<file path="config.mk">
export PLATFORM = sky130hd
export DESIGN_NAME = instr_sequencer
export DESIGN_NICKNAME = d
export VERILOG_FILES = /design/src/rtl/instr_sequencer.sv
export SDC_FILE = /design/constraint.sdc
export NUM_CORES = 1
export LEC_CHECK = 0
export CORE_UTILIZATION = 50
export CTS_BUF_LIST = sky130_fd_sc_hd__clkbuf_4
export CTS_CLUSTER_DIAMETER = 120
export DETAILED_ROUTE_END_ITERATION = 6
export GPL_ROUTABILITY_DRIVEN = 0
export PLACE_DENSITY = 0.85
export SETUP_SLACK_MARGIN = 0.02
export SYNTH_ARGS = -nofsm -noshare
export SYNTH_HDL_FRONTEND = slang
export SYNTH_SLANG_ARGS = --single-unit
</file>
<file path="constraint.sdc">
create_clock -name clk -period 11.2 [get_ports clk]
set_input_delay 3.36 -clock clk [delete_from_list [all_inputs] [get_ports clk]]
set_output_delay 3.36 -clock clk [all_outputs]
set_load 0.02 [all_outputs]
</file>
<file path="src/rtl/instr_sequencer.sv">
`default_nettype none
// ----------------------------------------------------------------------------
// instr_sequencer : IDLE/FETCH/DECODE/EXEC/WB instruction control sequencer
// rev 1.0
// ----------------------------------------------------------------------------
module instr_sequencer (
  input  logic        clk,
  input  logic        rst,
  input  logic        start,
  input  logic        halt_req,
  input  logic [59:0] instr,
  input  logic        imem_ready,
  input  logic        branch_cond,
  output logic [15:0] pc,
  output logic        imem_req,
  output logic [59:0] ir,
  output logic        alu_go,
  output logic        imm_sel,
  output logic        reg_we,
  output logic        busy,
  output logic [15:0] retired
);

  typedef enum logic [2:0] {
    IDLE   = 3'd0,
    FETCH  = 3'd1,
    DECODE = 3'd2,
    EXEC   = 3'd3,
    WB     = 3'd4
  } state_t;

  localparam logic [3:0] OP_JUMP = 4'd5;

  state_t      state;
  state_t      nxt;
  state_t      end_state;
  logic [3:0]  opcode;
  logic [15:0] offset;
  logic [15:0] pc_inc;
  logic        is_jump;
  logic        is_branch;

  assign opcode    = ir[59:56];
  assign offset    = ir[15:0];
  assign pc_inc    = pc + 16'd1;
  assign is_jump   = (opcode == OP_JUMP);
  assign is_branch = (opcode[3:2] == 2'b11);
  // halt is only honoured at the boundary where an instruction retires
  assign end_state = halt_req ? IDLE : FETCH;

  always_comb begin
    nxt = state;
    case (state)
      IDLE:    if (start) nxt = FETCH;
      FETCH:   if (imem_ready) nxt = DECODE;
      DECODE:  nxt = EXEC;
      EXEC:    nxt = (is_jump || is_branch) ? end_state : WB;
      WB:      nxt = end_state;
      default: nxt = IDLE;
    endcase
  end

  always_ff @(posedge clk or posedge rst) begin
    if (rst) begin
      state    <= IDLE;
      pc       <= 16'd0;
      ir       <= 60'd0;
      retired  <= 16'd0;
      imm_sel  <= 1'b0;
      imem_req <= 1'b0;
      alu_go   <= 1'b0;
      reg_we   <= 1'b0;
      busy     <= 1'b0;
    end else begin
      case (state)
        FETCH: if (imem_ready) ir <= instr;
        DECODE: imm_sel <= (opcode >= 4'd9) && (opcode <= 4'd11);
        EXEC: begin
          if (is_jump) begin
            pc      <= offset;
            retired <= retired + 16'd1;
          end else if (is_branch) begin
            // a 16-bit offset added modulo 2^16 is already its own sign extension
            pc      <= branch_cond ? (pc_inc + offset) : pc_inc;
            retired <= retired + 16'd1;
          end
        end
        WB: begin
          pc      <= pc_inc;
          retired <= retired + 16'd1;
        end
        default: ;
      endcase
      state    <= nxt;
      imem_req <= (nxt == FETCH);
      alu_go   <= (nxt == EXEC);
      reg_we   <= (nxt == WB);
      busy     <= (nxt != IDLE);
    end
  end

endmodule
`default_nettype wire

</file>
; Yosys cells after proc, flatten, opt, wreduce, memory -nomap -nowiden
; Index checks and enable logic that the tools add are counted.
[word_totals]
ff_bits = 100
inputBits = 66
elab_cells = 43
[op_classes]
n_mux = 12
add_sub_neg = 3
reduce_logical = 7
eq_ne = 10
order_cmp = 2
[op_table]
columns = operator, n
row1 = $mux 16, 5
row2 = $pmux 16 s2, 2
row3 = $add 16x1->16 const B, 2
row4 = $add 16x16->16, 1
row5 = $pmux 3 s5, 1
row6 = $eq 3x2->1 const B, 3
row7 = $mux 3, 3
row8 = $eq 3x1->1 const B, 2
row9 = $eq 3x3->1 const B, 2
row10 = $eq 4x3->1 const B, 1
row11 = $ge 4x4->1 const B, 1
row12 = $le 4x4->1 const B, 1
row13 = $reduce_and 2->1, 2
row14 = $logic_not 3->1, 1
row15 = $ne 3x3->1 const B, 1
row16 = $reduce_bool 3->1, 1
row17 = $eq 2x2->1 const B, 1
row18 = $reduce_bool 2->1, 1
row19 = $logic_and 1x1->1, 1
row20 = $logic_or 1x1->1, 1
row21 = $mux 1, 1

; Depth between registers and ports, before layout
; Gate-level depths: netlist of the first run.
[depth]
ltp_word = 6
ltp_mapped = 14
mapped_depth_nobuf = 13

; Worst setup path after synthesis of the first run
; OpenSTA, ideal clock, no wires.
[synth_path]
path_type = input -> register
startpoint = in imem_ready
endpoint = reg ir[10]
t_required_ps = 11075
path_stages = 4
setup_slack_ps = 6517
arrival_time_ps = 4558
path_cell_list = nand2_1 nor3_1 clkbuf_1 mux2_2
[synth_via]
elab_chain_cells = 1
[synth_rtl]
columns = element, line
row1 = "start, declared", 12  ; input logic imem_ready,
row2 = $reduce_and 2->1 (no source line), --
row3 = "end signal, assigned", 76  ; FETCH: if (imem_ready) ir <= instr;
row4 = "end, declared", 16  ; output logic [59:0] ir,
; Every way passes these cells.
; A chain may end at the register's enable or synchronous reset.

; Worst setup path in the final report of the first run
[layout_path]
startpoint = reg pc[3]
endpoint = out pc[3]
[layout_lines]
columns = element, line
row1 = "start, declared", 14  ; output logic [15:0] pc,
row2 = "start signal, assigned", 80  ; pc <= offset;
row3 = "start signal, assigned", 84  ; pc <= branch_cond ? (pc_inc + offset) : pc_inc;
row4 = "start signal, assigned", 89  ; pc <= pc_inc;
; No word-level cell between the ends.

==> flow_summary.yaml, run 1 <==
outcome:
  status: "finished clean"
placement:
  numPortBuffers: 162
  dp_hpwl_mm: 10.69
critical_path:
  slowest_stage: "clkdlybuf4s50_1"
  path_class: "flip-flop to output port"
  crit_arrival_ns: 1.71
  cp.required_ns: 7.84
  path_buf_inv: 1
  startpoint_type: "flip-flop"
  critical_path.top_delay_family: "buffers and inverters"
  path_cells: "clkdlybuf4s50_1"
  max_stage_delay_ns: 0.67
  path_max_fanout: 8
  critPathCaptureType: "output port"
floorplan:
  die_area_sq_um: 11040
  die_w_um: 105.1
  die_h_um: 105.1
  io_pins: 163
  rows: 37
  initial_core_util_pct: 51.44
  core_region_area_sq_um: 10320
route:
  avgRoutedWirePerCell_um: 18.18
  drc: 0
  vias: 4643
  drtAntennaViolNets: 0
  wirelength_mm: 14.45
  drt_iter0_drc: 335
  via_per_inst: 5.840
  drt_pre_antenna_iters: 5
job:
  maxCapViolCount: 0
synthesis:
  syn-num-nets: 585
  ys_seq_area_share_pct: 47.13
  ys_ff_latch: 100
  avgSynthCellArea_sq_um: 10.68
  postSynthCellCount: 497
  synth_cell_types: 55
  synthArstFlopShare_pct: 100.0
  synthesis.area_sq_um: 5310
  synth_edf_count: 0
  yosys_warnings: 0
  synth-main-ff-cell: "dfrtp_1"
clock_network:
  cts_resized: 0
  cts.clk_slew.worst_paths_ns: 0.16
  clk_latency_ns: 0.47
  cts_hold_buf: 0
  cts_root_buf: "clkbuf_4"
  cts_buffers: 9
  cts_max_path_buffers: 2
  cts_tree: "done"
  clock-sinks: 100
  ctsHtreeMaxLevel: 3
  post-cts-setup-buffers: 0
power_and_ir_drop:
  p_int_mw: 1.216
  p_seq_share_pct: 31.0
  p_sw_share_pct: 45.34
  clkPwrFrac_pct: 8.0
  power_density_nw_per_um2: 310.4
  p_comb_share_pct: 61.0
  irDropWorstVdd_mv: 0.2072
  leakage_nw: 2.974
  switchingPower_mw: 1.008
grt:
  grt_max_degree: 70
  grt_pass1_wl_mm: 24.01
  antenna_found_initial: 0
  grt_pass1_vias: 4781
  overflow: 0
  grt_usage_pct: 27.96
sta:
  min_period_ns: 5.074
  setup_tns_ns: 0
  hold_viol_final: 0
  whs_ns: 0.5129
  rsz0062_at_grt: "false"
  fmax_ghz: 0.1971
  setup_viol: 0
  finalCritPeriodShare_pct: 45.30
  skew_ns: 0.01416
  relSlewSlack_pct: 13.88
  drv_slew: 0
  worst_slew_pin_slew_ns: 1.291
worst_hold_path:
  hold_path_class: "flip-flop to flip-flop"
final_layout:
  drive_gt1_share_pct: 13.81
  multi_input_area_sq_um: 2683
  fillerInstances: 755
  seqCellArea_sq_um: 2502
  n_antenna_cell: 0
  fin_nets: 742
  synthToLayoutAreaGrowth_pct: 34.92
flip-flops by register name, summed over array words and instances, names as in the netlist, 3 cells and up:
register and cells:
state 3, retired 16, ir 60, pc 16
placed cells by master, fill, tap and decap left out, types with 7 or more instances in the layout:
master and count:
dfrtp_1 100, nor2_1 36, nand3_1 17, inv_1 11, ha_1 21, xor2_1 16
nand2_1 41, a21oi_1 25, xnor2_1 23, mux2_2 59, clkbuf_4 9, o21ai_0 32
clkdlybuf4s50_1 162, nor3_1 7
worst paths after layout:
kind | start | end | slack (ns) | depth (start not counted)
setup reg to reg | pc[2]$_DFFE_PP0P_ | pc[13]$_DFFE_PP0P_ | 7.81 | 12
min in group asynchronous | rst | ir[27]$_DFFE_PP0P_ | 3.21 | 2
hold reg to reg | retired[13]$_DFFE_PP0P_ | retired[13]$_DFFE_PP0P_ | 0.51 | 1
setup / recovery | pc[3]$_DFFE_PP0P_ | pc[3] | 6.13 | 1
hold / removal | retired[13]$_DFFE_PP0P_ | retired[13]$_DFFE_PP0P_ | 0.51 | 1
max in group asynchronous | rst | ir[36]$_DFFE_PP0P_ | 6.77 | 3
per-layer routing:
| metal | share of wire [%] | track usage [%] |
|---|---|---|
| met2 | 48 | 45.51 |
| met3 | 11 | 10.48 |
| met5 | 0 | 0 |
| met1 | 38 | 33.20 |
| met4 | 2.3 | 11.87 |
power by group through the flow:
stage	clock network [mW]	logic, mW	registers, mW
floorplan	0	0.691	0.824
global placement	0	1.30	0.678
detailed placement	0	1.35	0.692
CTS	0.181	1.35	0.686
global route	0.194	1.48	0.711
finish	0.177	1.36	0.690
final cells by class:
| class | count | share of cell area, % |
|---|---|---|
| timing repair buffer | 165 | 22.95 |
| clock inverter | 7 | 0.6986 |
| clock buffer | 9 | 0.9431 |
| sequential | 100 | 34.93 |
| inverter | 12 | 0.6636 |
| multi-input combinational | 366 | 37.44 |
| tap | 136 | 2.375 |
stage by stage:
step                      power, mW  worst slack [ns]  utilization, %  cells  instance area [sq um]
after global routing          2.380             6.065           69.40    795                   7164
after global placement        1.981             5.911           68.26    779                   7047
after detailed placement      2.039             5.851           68.26    779                   7047
after CTS                     2.221             6.122           69.40    795                   7164
after floorplan               1.515             5.221               -    497                   5310
final                         2.224             6.126           69.40    795                   7164
logic make-up (layout without fill, tap and decap cells):
kind of cell	after synthesis	in the layout	synth area share, %
xor+xnor	40	40	6.739
flops	100	100	47.13
mux	61	61	12.89
fa+ha+maj	22	22	5.325
compound gates	105	105	12.49
buf+inv	31	193	2.450
simple gates	138	138	12.98
synth_stat cells, types with 2 or more instances:
cell / number / share of area, %
o22ai_1: 5 / 0.59
inv_1: 12 / 0.85
nand3_1: 17 / 1.6
xor2_1: 16 / 2.6
nand2b_1: 3 / 0.35
nand4_1: 4 / 0.47
mux2i_1: 2 / 0.38
a31oi_1: 4 / 0.47
ha_1: 21 / 4.9
o21a_1: 3 / 0.42
a21o_1: 6 / 0.85
or3_1: 5 / 0.59
a21oi_1: 25 / 2.4
dfrtp_1: 100 / 47
or2_2: 3 / 0.35
o21ai_0: 32 / 3.0
o211ai_1: 3 / 0.42
nand2_1: 41 / 2.9
o2111ai_1: 5 / 0.82
a221o_1: 2 / 0.38
and2_1: 2 / 0.24
nor2_1: 36 / 2.5
and3_1: 3 / 0.35
mux2_2: 59 / 13
a221oi_1: 3 / 0.49
o41ai_1: 3 / 0.49
xnor2_1: 23 / 3.8
nor3_1: 8 / 0.75
clkbuf_1: 12 / 0.85
a211oi_1: 5 / 0.71
buf_2: 5 / 0.47
o31ai_1: 3 / 0.42
nand3_2: 2 / 0.38
and4_1: 3 / 0.49
Note: power is estimated with default switching activity, not from simulation.
==> run 2: changes to the inputs <==
--- a/config.mk
+++ b/config.mk
@@ -5,12 +5,12 @@
 export SDC_FILE = /design/constraint.sdc
 export NUM_CORES = 1
 export LEC_CHECK = 0
-export CORE_UTILIZATION = 50
+export CORE_UTILIZATION = 44
 export CTS_BUF_LIST = sky130_fd_sc_hd__clkbuf_4
 export CTS_CLUSTER_DIAMETER = 120
 export DETAILED_ROUTE_END_ITERATION = 6
 export GPL_ROUTABILITY_DRIVEN = 0
-export PLACE_DENSITY = 0.85
+export PLACE_DENSITY = 0.79
 export SETUP_SLACK_MARGIN = 0.02
 export SYNTH_ARGS = -nofsm -noshare
 export SYNTH_HDL_FRONTEND = slang
==> constraint.sdc (replaced) <==
create_clock -name clk -period 4.54 [get_ports clk]
set_input_delay 1.362 -clock clk [delete_from_list [all_inputs] [get_ports clk]]
set_output_delay 1.362 -clock clk [all_outputs]
set_load 0.02 [all_outputs]
==> flow_summary.yaml, run 2 (same netlist as run 1, synthesis figures left out) <==
route:
  vias: 4506
  drt_pre_antenna_iters: 7
  drt_iter0_drc: 262
  drc: 8
  drtAntennaViolNets: 0
  via_per_inst: 5.611
  wirelength_mm: 14.15
  avgRoutedWirePerCell_um: 17.62
critical_path:
  startpoint_type: "flip-flop"
  rrSetupSlack_ns: 1.32
  crit_arrival_ns: 3.60
  critPathCaptureType: "flip-flop"
  path_class: "flip-flop to flip-flop"
  cp.required_ns: 4.92
  path_max_fanout: 7
worst_hold_path:
  hold_path_class: "flip-flop to flip-flop"
clock_network:
  cts_root_buf: "clkbuf_4"
  cts.clk_slew.worst_paths_ns: 0.16
  cts_hold_buf: 0
  clk_latency_ns: 0.48
  ctsHtreeMaxLevel: 3
  cts_resized: 0
  cts_buffers: 9
  cts_tree: "done"
  post-cts-setup-buffers: 0
  cts_max_path_buffers: 2
  clock-sinks: 100
power_and_ir_drop:
  power_density_nw_per_um2: 768.1
  irDropWorstVdd_mv: 0.4978
  leakage_nw: 2.998
outcome:
  violations: "design-rule violations"
  status: "complete, but fails checks"
sta:
  hold_viol_final: 0
  fmax_ghz: 0.3103
  drv_slew: 0
  setup_viol: 0
  skew_ns: 0.01623
  setup_ws_ns: 1.317
  worst_slew_pin_slew_ns: 0.8190
  setup_tns_ns: 0
  min_period_ns: 3.223
  rsz0062_at_grt: "false"
  relSlewSlack_pct: 45.40
  finalCritPeriodShare_pct: 70.99
placement:
  numPortBuffers: 162
  dp_hpwl_mm: 10.52
  pre_cts_ws_ns: 1.205
final_layout:
  fin_nets: 743
  layout_commonest_cell: "clkdlybuf4s50_1"
  multi_input_area_sq_um: 2683
  largestRegisters: "ir x60, pc x16, retired x16"
  final_cell_mix: "clkdlybuf4s50_1, dfrtp_1, mux2_2"
  n_antenna_cell: 0
  drive_gt1_share_pct: 13.79
  fillerInstances: 917
  seqCellArea_sq_um: 2502
  largest_reg_flops: 60
  synthToLayoutAreaGrowth_pct: 36.19
  largest_register: "ir"
grt:
  antenna_found_initial: 0
  grt_max_degree: 56
  grt_pass1_wl_mm: 23.34
  grt_pass1_vias: 4774
  overflow: 0
  grt_usage_pct: 23.74
floorplan:
  initial_core_util_pct: 45.92
  rows: 39
  die_h_um: 111.9
  die_w_um: 111.9
  io_pins: 163
  core_region_area_sq_um: 11560
  die_area_sq_um: 12510
job:
  maxCapViolCount: 0
run 2: cell count changes in the layout (fill, tap and decap cells not counted), sizes merged:
cell and delta:
bufinv +2, inv -2, buf +1
run 2: routing by layer:
metal | wire, um | track usage, % | share of wire [%]
met4 | 249 | 8.378 | 1.8
met1 | 5756 | 27.78 | 41
met5 | 0 | 0 | 0
met3 | 1491 | 9.581 | 11
met2 | 6655 | 39.34 | 47
run 2: power breakdown:
part           internal, mW  leakage [nW]  switching (mW)  total (mW)
sequential             1.27          1.22           0.401        1.67
clock                 0.221        0.0814           0.314       0.535
combinational          1.61          1.70            1.73        3.35
total                  3.11          3.00            2.45        5.55
run 2: layout make-up:
| cell class | instances | area share [%] |
|---|---|---|
| Timing Repair Buffer | 166 | 23.01 |
| Inverter | 12 | 0.6574 |
| Clock inverter | 7 | 1.228 |
| Multi-Input combinational cell | 366 | 37.09 |
| Clock buffer | 9 | 0.9343 |
| Sequential cell | 100 | 34.60 |
| Tap cell | 143 | 2.474 |
run 2: path summary, 6_finish.rpt:
check | from | endpoint | cells after the start
max | pc[2]$_DFFE_PP0P_ | pc[14]$_DFFE_PP0P_ | 11
min | retired[7]$_DFFE_PP0P_ | retired[7]$_DFFE_PP0P_ | 1
max reg2reg | pc[2]$_DFFE_PP0P_ | pc[14]$_DFFE_PP0P_ | 11
min reg2reg | retired[7]$_DFFE_PP0P_ | retired[7]$_DFFE_PP0P_ | 1
max in group asynchronous | rst | ir[12]$_DFFE_PP0P_ | 3
min in group asynchronous | rst | pc[8]$_DFFE_PP0P_ | 2
run 2: worst max-delay path, stage by stage, from the launching register on:
cell and delay (ns):
dfrtp_1 0.49, nand3_2 0.22, nor3_2 0.27, nand2_1 0.18, nor2_1 0.26, xor2_1 0.28, ha_1 0.30, a21oi_1 0.13
o21ai_0 0.15, o21ai_0 0.37, a21oi_1 0.12, o41ai_1 0.35
run 2: stage by stage:
| stage | total power [mW] | utilization (%) | std cells | hold slack [ns] | instance area (sq um) |
|---|---|---|---|---|---|
| 3_5_place_dp | 5.011 | 61.18 | 787 | 0.4926 | 7076 |
| 4_1_cts | 5.565 | 62.53 | 803 | 0.5165 | 7232 |
| 6_report | 5.555 | 62.53 | 803 | 0.5157 | 7232 |
| 5_1_grt | 5.955 | 62.53 | 803 | 0.5279 | 7232 |
| 3_3_place_gp | 4.897 | 61.18 | 787 | 0.4807 | 7076 |
| 2_1_floorplan | 3.738 | - | 497 | 0.5120 | 5310 |
==> run 3: changes to the inputs <==
--- a/config.mk
+++ b/config.mk
@@ -5,12 +5,12 @@
 export SDC_FILE = /design/constraint.sdc
 export NUM_CORES = 1
 export LEC_CHECK = 0
-export CORE_UTILIZATION = 44
+export CORE_UTILIZATION = 49
 export CTS_BUF_LIST = sky130_fd_sc_hd__clkbuf_4
 export CTS_CLUSTER_DIAMETER = 120
 export DETAILED_ROUTE_END_ITERATION = 6
 export GPL_ROUTABILITY_DRIVEN = 0
-export PLACE_DENSITY = 0.79
+export PLACE_DENSITY = 0.83
 export SETUP_SLACK_MARGIN = 0.02
 export SYNTH_ARGS = -nofsm -noshare
 export SYNTH_HDL_FRONTEND = slang
==> constraint.sdc (replaced) <==
create_clock -name clk -period 3.3 [get_ports clk]
set_input_delay 0.99 -clock clk [delete_from_list [all_inputs] [get_ports clk]]
set_output_delay 0.99 -clock clk [all_outputs]
set_load 0.02 [all_outputs]
==> flow_summary.yaml, run 3 (same netlist as run 1, synthesis figures left out) <==
final_layout:
  multi_input_area_sq_um: 2693
  synthToLayoutAreaGrowth_pct: 37.28
  fin_nets: 751
  n_antenna_cell: 0
  stdcell_count: 804
  layout_commonest_cell: "clkdlybuf4s50_1"
  design_area_sq_um: 7289
  seqCellArea_sq_um: 2504
  largestRegisters: "ir x60, pc x16, retired x16"
  utilization_pct: 69.98
  final_cell_mix: "clkdlybuf4s50_1, dfrtp_1, mux2_2"
  drive_gt1_share_pct: 15.57
  largest_register: "ir"
  largest_reg_flops: 60
  fillerInstances: 823
job:
  maxCapViolCount: 0
sta:
  skew_ns: 0.01578
  relSlewSlack_pct: 46.90
  fmax_ghz: 0.3205
  hold_viol_final: 0
  whs_ns: 0.5117
  setup_tns_ns: 0
  worst_slew_pin_slew_ns: 0.7965
  setup_viol: 0
  rsz0062_at_grt: "true"
  min_period_ns: 3.120
  finalCritPeriodShare_pct: 94.54
  drv_slew: 0
power_and_ir_drop:
  leakage_nw: 3.039
  switchingPower_mw: 3.394
  p_sw_share_pct: 44.22
  p_int_mw: 4.282
  irDropWorstVdd_mv: 0.6333
  power_density_nw_per_um2: 1053
  clkPwrFrac_pct: 9.0
  p_seq_share_pct: 30.2
  p_comb_share_pct: 60.9
placement:
  dp_hpwl_mm: 10.70
  placed_cell_area_sq_um: 7113
  dp.cells: 786
  numPortBuffers: 162
clock_network:
  ctsHtreeMaxLevel: 3
  cts_root_buf: "clkbuf_4"
  cts.clk_slew.worst_paths_ns: 0.17
  clock-sinks: 100
  cts_max_path_buffers: 2
  clk_latency_ns: 0.45
  cts_buffers: 9
  cts_hold_buf: 0
  cts_tree: "done"
critical_path:
  slowest_stage: "dfrtp_1"
  max_stage_delay_ns: 0.48
  crit_arrival_ns: 3.47
  path_max_fanout: 7
  startpoint_type: "flip-flop"
  critPathMostFrequentCell: "o21ai_0"
  r2r_cells: 11
  cp.required_ns: 3.65
  critPathCaptureType: "flip-flop"
  path_cells: "nand3_2 > nor3_2 > nand2_1 > nor2_2 > xor2_1 > ha_1 > a21oi_1 > o21ai_0 > or3_1 > a221oi_1 > o21ai_0"
  path_class: "flip-flop to flip-flop"
grt:
  grt_pass1_wl_mm: 23.04
  grt_usage_pct: 26.26
  overflow: 0
  grtUsageMet2_pct: 42.35
  grt_util_met3_pct: 7.848
  grt_max_degree: 64
  antenna_found_initial: 1
  grt_use_met1_pct: 32.74
  grt_pass1_vias: 4571
  busiest_layer: "met2"
route:
  drt_iter0_drc: 292
  vias: 4565
  drtAntennaViolNets: 0
  avgRoutedWirePerCell_um: 17.74
  via_per_inst: 5.678
  wirelength_mm: 14.26
  drt_pre_antenna_iters: 5
  drc: 0
worst_hold_path:
  hold_path_class: "flip-flop to flip-flop"
  worstHoldPathCells: 1
floorplan:
  rows: 37
  die_w_um: 106.1
  io_pins: 163
  core_region_area_sq_um: 10420
  die_area_sq_um: 11260
  initial_core_util_pct: 50.98
  die_h_um: 106.1
outcome:
  status: "finished clean"
==> run 3: changes by cell type in the layout (fill, tap and decap cells not counted), moves of 2 or more <==
cell      delta
buf_4        +8
clkinv_1     -2
inv_6        +2
o21ai_0      -2
o21ai_1      +2
==> run 3: per-stage QoR <==
step / power [mW] / setup slack (ns)
final: 7.676 / 0.1802
after detailed placement: 6.901 / 0.1612
after global placement: 6.768 / 0.3551
after global routing: 8.191 / -0.004673
after CTS: 7.613 / 0.1296
after floorplan: 5.142 / 0.4545
==> run 3: final cells by class <==
| cell class | count | share of cell area (%) |
|---|---|---|
| Clock buffer | 9 | 0.9269 |
| Clock inverter | 7 | 1.133 |
| Inverter | 12 | 0.6694 |
| Multi-Input combinational cell | 366 | 36.94 |
| Sequential cell | 100 | 34.35 |
| Tap cell | 136 | 2.334 |
| Timing Repair Buffer | 174 | 23.65 |
==> run 3: path summary, 6_finish.rpt <==
check / start / to / slack [ns]
min in group asynchronous: rst / ir[59]$_DFFE_PP0P_ / 1.00
worst max register to register: pc[2]$_DFFE_PP0P_ / pc[12]$_DFFE_PP0P_ / 0.18
worst max-delay path: pc[2]$_DFFE_PP0P_ / pc[12]$_DFFE_PP0P_ / 0.18
max in group asynchronous: rst / pc[8]$_DFFE_PP0P_ / 1.64
worst min-delay path: retired[13]$_DFFE_PP0P_ / retired[13]$_DFFE_PP0P_ / 0.51
worst min register to register: retired[13]$_DFFE_PP0P_ / retired[13]$_DFFE_PP0P_ / 0.51
==> run 3: power by group through the flow <==
stage | sequential (mW) | combinational, mW | clock, mW
2_1_floorplan | 2.80 | 2.34 | 0
3_3_place_gp | 2.29 | 4.48 | 0
3_5_place_dp | 2.33 | 4.57 | 0
4_1_cts | 2.30 | 4.60 | 0.711
5_1_grt | 2.39 | 5.05 | 0.748
6_report | 2.31 | 4.67 | 0.689
==> run 3: what timing repair did <==
action	CTS	global route
buffers inserted	0	2
gates resized for setup	0	5
setup endpoints to repair	0	4
==> run 3: worst max-delay path: cells and delay by family (launching register included) <==
| kind | cells | cell delay (ns) |
|---|---|---|
| AO/OA/AOI/OAI | 4 | 0.65 |
| XOR/XNOR | 1 | 0.28 |
| adder cells (fa/ha/maj) | 1 | 0.30 |
| flip-flops | 1 | 0.48 |
| AND/OR/NAND/NOR | 5 | 1.32 |
==> run 3: metal layers <==
layer	routed length, um	vias up
met2	6747	235
met3	1535	33
met5	8	-
met1	5581	2176
li1	-	2119
met4	386	2
